--- config.mk ---
export PLATFORM = sky130hd
export DESIGN_NAME = pipe_stage_skid
export DESIGN_NICKNAME = d
export VERILOG_FILES = /design/src/rtl/pipe_stage_skid.sv
export SDC_FILE = /design/constraint.sdc
export NUM_CORES = 1
export LEC_CHECK = 0
export ABC_AREA = 1
export CORE_ASPECT_RATIO = 1.25
export CORE_MARGIN = 10
export CORE_UTILIZATION = 40
export DETAILED_ROUTE_END_ITERATION = 8
export PLACE_DENSITY = 0.68
export SYNTH_ARGS = -nofsm -noshare
export SYNTH_HDL_FRONTEND = slang
export SYNTH_SLANG_ARGS = --single-unit
export TNS_END_PERCENT = 100
--- constraint.sdc ---
create_clock -name clk_i -period 5.45 [get_ports clk_i]
set_input_delay 0.8175 -clock clk_i [delete_from_list [all_inputs] [get_ports clk_i]]
set_output_delay 0.8175 -clock clk_i [all_outputs]
set_load 0.01 [all_outputs]
--- src/rtl/pipe_stage_skid.sv ---
// Two-entry skid-buffered pipeline register stage with registered upstream ready.
// Keeps full throughput while cutting the ready path between neighbouring stages.
module pipe_stage_skid #(
  parameter int PC_W   = 32,
  parameter int DATA_W = 32,
  parameter int CTRL_W = 5,
  parameter int RD_W   = 5,
  parameter int CNT_W  = 16
) (
  input  logic              clk_i,
  input  logic              rst_i,
  input  logic              flush_i,
  input  logic              up_valid_i,
  output logic              up_ready_o,
  input  logic [PC_W-1:0]   pc_i,
  input  logic [DATA_W-1:0] data_i,
  input  logic [CTRL_W-1:0] ctrl_i,
  input  logic [RD_W-1:0]   rd_i,
  output logic              dn_valid_o,
  input  logic              dn_ready_i,
  output logic [PC_W-1:0]   pc_o,
  output logic [DATA_W-1:0] data_o,
  output logic [CTRL_W-1:0] ctrl_o,
  output logic [RD_W-1:0]   rd_o,
  output logic [CNT_W-1:0]  stall_cnt_o
);

  typedef enum logic [1:0] {
    EMPTY = 2'd0,
    ONE   = 2'd1,
    TWO   = 2'd2
  } state_t;

  typedef struct packed {
    logic [PC_W-1:0]   pc;
    logic [DATA_W-1:0] data;
    logic [CTRL_W-1:0] ctrl;
    logic [RD_W-1:0]   rd;
  } beat_t;

  state_t           state_q, state_d;
  beat_t            main_q, main_d;
  beat_t            skid_q, skid_d;
  logic             rdy_q, rdy_d;
  logic [CNT_W-1:0] cnt_q, cnt_d;

  beat_t in_beat;
  logic  dn_valid;
  logic  up_fire;
  logic  dn_fire;

  assign in_beat  = '{pc: pc_i, data: data_i, ctrl: ctrl_i, rd: rd_i};
  assign dn_valid = (state_q != EMPTY);
  assign up_fire  = up_valid_i & rdy_q;
  assign dn_fire  = dn_valid & dn_ready_i;

  always_comb begin
    state_d = state_q;
    main_d  = main_q;
    skid_d  = skid_q;
    unique case (state_q)
      EMPTY: begin
        if (up_fire) begin
          state_d = ONE;
          main_d  = in_beat;
        end
      end
      ONE: begin
        if (up_fire && dn_fire) begin
          main_d = in_beat;
        end else if (up_fire) begin
          state_d = TWO;
          skid_d  = in_beat;
        end else if (dn_fire) begin
          state_d = EMPTY;
        end
      end
      TWO: begin
        if (dn_fire) begin
          state_d = ONE;
          main_d  = skid_q;
        end
      end
      default: state_d = EMPTY;
    endcase
    // Flush beats any load; held payload stays put so outputs remain stable.
    if (flush_i) begin
      state_d = EMPTY;
      main_d  = main_q;
      skid_d  = skid_q;
    end
    rdy_d = (state_d != TWO);
  end

  always_comb begin
    cnt_d = cnt_q;
    if (dn_valid && !dn_ready_i && (cnt_q != {CNT_W{1'b1}})) begin
      cnt_d = cnt_q + 1'b1;
    end
  end

  always_ff @(posedge clk_i or posedge rst_i) begin
    if (rst_i) begin
      state_q <= EMPTY;
      main_q  <= '0;
      skid_q  <= '0;
      rdy_q   <= 1'b1;
      cnt_q   <= '0;
    end else begin
      state_q <= state_d;
      main_q  <= main_d;
      skid_q  <= skid_d;
      rdy_q   <= rdy_d;
      cnt_q   <= cnt_d;
    end
  end

  assign up_ready_o  = rdy_q;
  assign dn_valid_o  = dn_valid;
  assign pc_o        = main_q.pc;
  assign data_o      = main_q.data;
  assign ctrl_o      = dn_valid ? main_q.ctrl : '0;
  assign rd_o        = main_q.rd;
  assign stall_cnt_o = cnt_q;

endmodule

==> results by group <==
Outcome
  – Outcome: complete, no violations

Synthesis
  – Synth cell types: 26
  – Syn nets: 1035
  – Register area share after synthesis: 0.520
  – Cell count after synthesis: 955
  – Synth area leader: dfrtp_1
  – Share of the synthesized area in the top cell type: 0.517
  – Cell Area, Synth: 8040 um^2
  – Yosys reg bits: 167
  – Ranking of synthesized cells by area: dfrtp_1 (52%), nand2_1 (11%), buf_4 (6.5%)
  – Syn_area_per_cell: 8.42 um^2
  – Yosys warns: 0

STA
  – FMAX: 380 MHz
  – Worst slew pin tran: 0.987 ns
  – Final setup viols: 0
  – Fin. Hold Viols: 0
  – Worst Skew: 0.00822 ns
  – Setup TNS: 0 ns
  – Final Max Slew Viols: 0
  – RSZ-0062 raised after global routing: no
  – Crit path time final: 2.63 ns
  – Slew margin rel.: 0.342
  – Period Utilization, post-route: 0.483

Cells and area
  – # nets final: 1110
  – Fill cell count: 1865
  – Layout cells sized above 1: 0.0461
  – Syn-to-layout area delta: 24.2%

Routing
  – Avg Vias per Cell: 4.56
  – DR vias: 5961
  – DRT iter0 DRCs: 390
  – Drc violations: 0
  – Drt first pass iters: 7
  – Total wire length: 17.9 mm
  – Routed len/inst: 13.7 um
  – Final ANT Viol Nets: 0

Floorplanning
  – Die Height: 179 um
  – Core Rows: 57
  – Die W: 147 um
  – Io pins: 171
  – CORE AREA: 19600 um^2
  – Initial core utilization: 0.410
  – Total die area: 26200 um^2

Clocking
  – CTS tree: built
  – H-tree lvl count: 4
  – Total CTS buffers: 17
  – Max clock buf depth: 2
  – Clk sinks: 167
  – Post-CTS setup buffer count: 0
  – Worst skew pair latency: 0.42 ns
  – Clk slew on worst S/H paths: 0.06 ns
  – Hold Buf Count CTS: 0
  – Post_cts resized: 0
  – CTS root buf: clkbuf_16

Global route
  – Antenna violations before repair: 0
  – Grt ovf: 0
  – Global-route wire length before repair: 30.0 mm
  – Vias in the first global route: 5847
  – Largest net degree at the start of global routing: 149
  – Global-route usage over all layers: 0.139

Power
  – Maximum VDD drop: 0.177 mV
  – Combinational power share: 0.208
  – Pwr/cell area: 359 nW/um^2
  – Internal power: 2.63 mW
  – P_sw: 0.957 mW
  – Leakage: 4.44 nW
  – Seq pwr share: 0.451
  – Clock power share: 0.342
  – Total power: 3.58 mW
  – Sw frac: 0.267

Placement
  – Routability cong.: 0.831
  – DP Wirelength: 12.2 mm
  – PortBufs: 170

Worst setup path
  – CP required: 5.72 ns
  – Slowest CP cell: buf_4
  – Critical R2R Launch: state_q[0]
  – WS Path Type: input pin to flop
  – Type of origin of the critical path: input pin
  – Worst-path fanout max: 94
  – Critical path cell sequence: clkdlybuf4s50_1, nand2_1, nor3_1, nand2_4, buf_4, nor2_1, a21oi_1
  – Register-to-Register Path Depth: 9
  – CP endpoint kind: flop
  – Critical Path Source: up_valid_i
  – Capture point of the worst reg-to-reg path: pc_o[13]
  – WP data arrival: 2.90 ns
  – Largest stage delay, worst path: 0.51 ns
  – R2R setup slack: 2.99 ns

Min path
  – Min-delay src: skid_q[15]
  – Hold EP: skid_q[15]
  – Min-Delay Path Depth: 2
  – Hold Crit Class: flop to flop

Job
  – Max capacitance violation total: 0
[state kept, by name, indices dropped and copies added (netlist names)]
name         flops
stall_cnt_o     16
main_q           5
pc_o            32
up_ready_o       1
skid_q          74
data_o          32
state_q          2
rd_o             5
[cell usage after synthesis]
cell / count
nand2_1: 245
dfrtp_1: 166
o21ai_0: 104
inv_1: 94
nor2_1: 71
buf_4: 70
o21a_1: 69
a21oi_1: 52
buf_2: 41
clkbuf_1: 6
xnor2_1: 6
nand3_1: 5
o211ai_1: 5
nand4_1: 4
inv_2: 2
nand2_2: 2
nor2_2: 2
nor2_4: 2
xor2_1: 2
buf_1: 1
buf_6: 1
dfstp_2: 1
ha_1: 1
nor3_1: 1
o21ai_2: 1
o21ai_4: 1
[kinds of logic (layout without fill, tap and decap cells)]
logic type               after synthesis  after routing  synth area share
adder cells (fa/ha/maj)                1              1           0.00156
buffers and inverters                215            302             0.140
AO/OA/AOI/OAI                        232            232             0.169
XOR/XNOR                               8              8           0.00871
AND/OR/NAND/NOR                      332            332             0.160
flip-flops                           167            167             0.520
other                                  0              1                 0
[cell type report]
class                           instances  area [um^2]  share of cell area
Antenna cell                            1         2.50            0.000251
Inverter                               96          365              0.0366
Multi-Input combinational cell        573         2750               0.275
Timing Repair Buffer                  175         1760               0.177
Clock inverter                         11          149              0.0149
Clock buffer                           20          447              0.0447
Sequential cell                       167         4180               0.419
Tap cell                              265          332              0.0332
[placed cells by master, fill, tap and decap left out, types with 2 or more instances in the layout]
master / count
nand2_1: 244
clkdlybuf4s50_1: 170
dfrtp_1: 166
o21ai_0: 104
inv_1: 92
nor2_1: 71
o21a_1: 69
a21oi_1: 52
clkbuf_16: 17
xnor2_1: 6
o211ai_1: 5
nand3_1: 5
nand4_1: 4
nor2_4: 3
inv_2: 3
inv_6: 3
bufinv_16: 3
clkinvlp_4: 3
buf_4: 3
nand2_2: 2
xor2_1: 2
clkbuf_1: 2
clkinv_2: 2
buf_12: 2
[critical path, delay by kind of cell]
family,cells,cell delay [ns]
buf+inv,2,0.96
compound gates,1,0.06
simple gates,4,1.01
[layer usage]
metal | vias to the layer above | wire length [um] | global-route usage
met5 | - | 0 | 0
met4 | 0 | 286 | 0.0514
met3 | 16 | 1010 | 0.0466
met2 | 116 | 8640 | 0.229
met1 | 2732 | 7970 | 0.166
li1 | 3097 | - | -
[through the flow]
| stage | std cells | cell area [um^2] | util | worst slack, ns | hold slack [ns] |
|---|---|---|---|---|---|
| global placement | 1276 | 9390 | 0.479 | 2.48 | 0.460 |
| floorplan | 955 | 8040 | - | 0.116 | 0.448 |
| finish | 1308 | 9980 | 0.509 | 2.82 | 0.481 |
| CTS | 1307 | 9980 | 0.509 | 2.82 | 0.486 |
| detailed placement | 1276 | 9390 | 0.479 | 2.39 | 0.469 |
| global route | 1307 | 9980 | 0.509 | 2.60 | 0.501 |
[power groups by stage]
stage | sequential [mW] | combinational, mW | clock, mW
finish | 1.62 | 0.744 | 1.22
CTS | 1.62 | 0.762 | 1.26
global route | 1.65 | 0.835 | 1.32
floorplan | 1.61 | 0.526 | 0
global placement | 1.63 | 0.742 | 0
detailed placement | 1.64 | 0.761 | 0
[worst max path at each step]
stage | to | depth (start not counted)
after floorplan | data_o[0] | 1
after global placement | skid_q[39] | 7
after detailed placement | skid_q[40] | 7
after CTS | skid_q[30] | 7
after global routing | skid_q[30] | 7
final | skid_q[30] | 7
No activity file was read; power rests on OpenSTA's default activity.
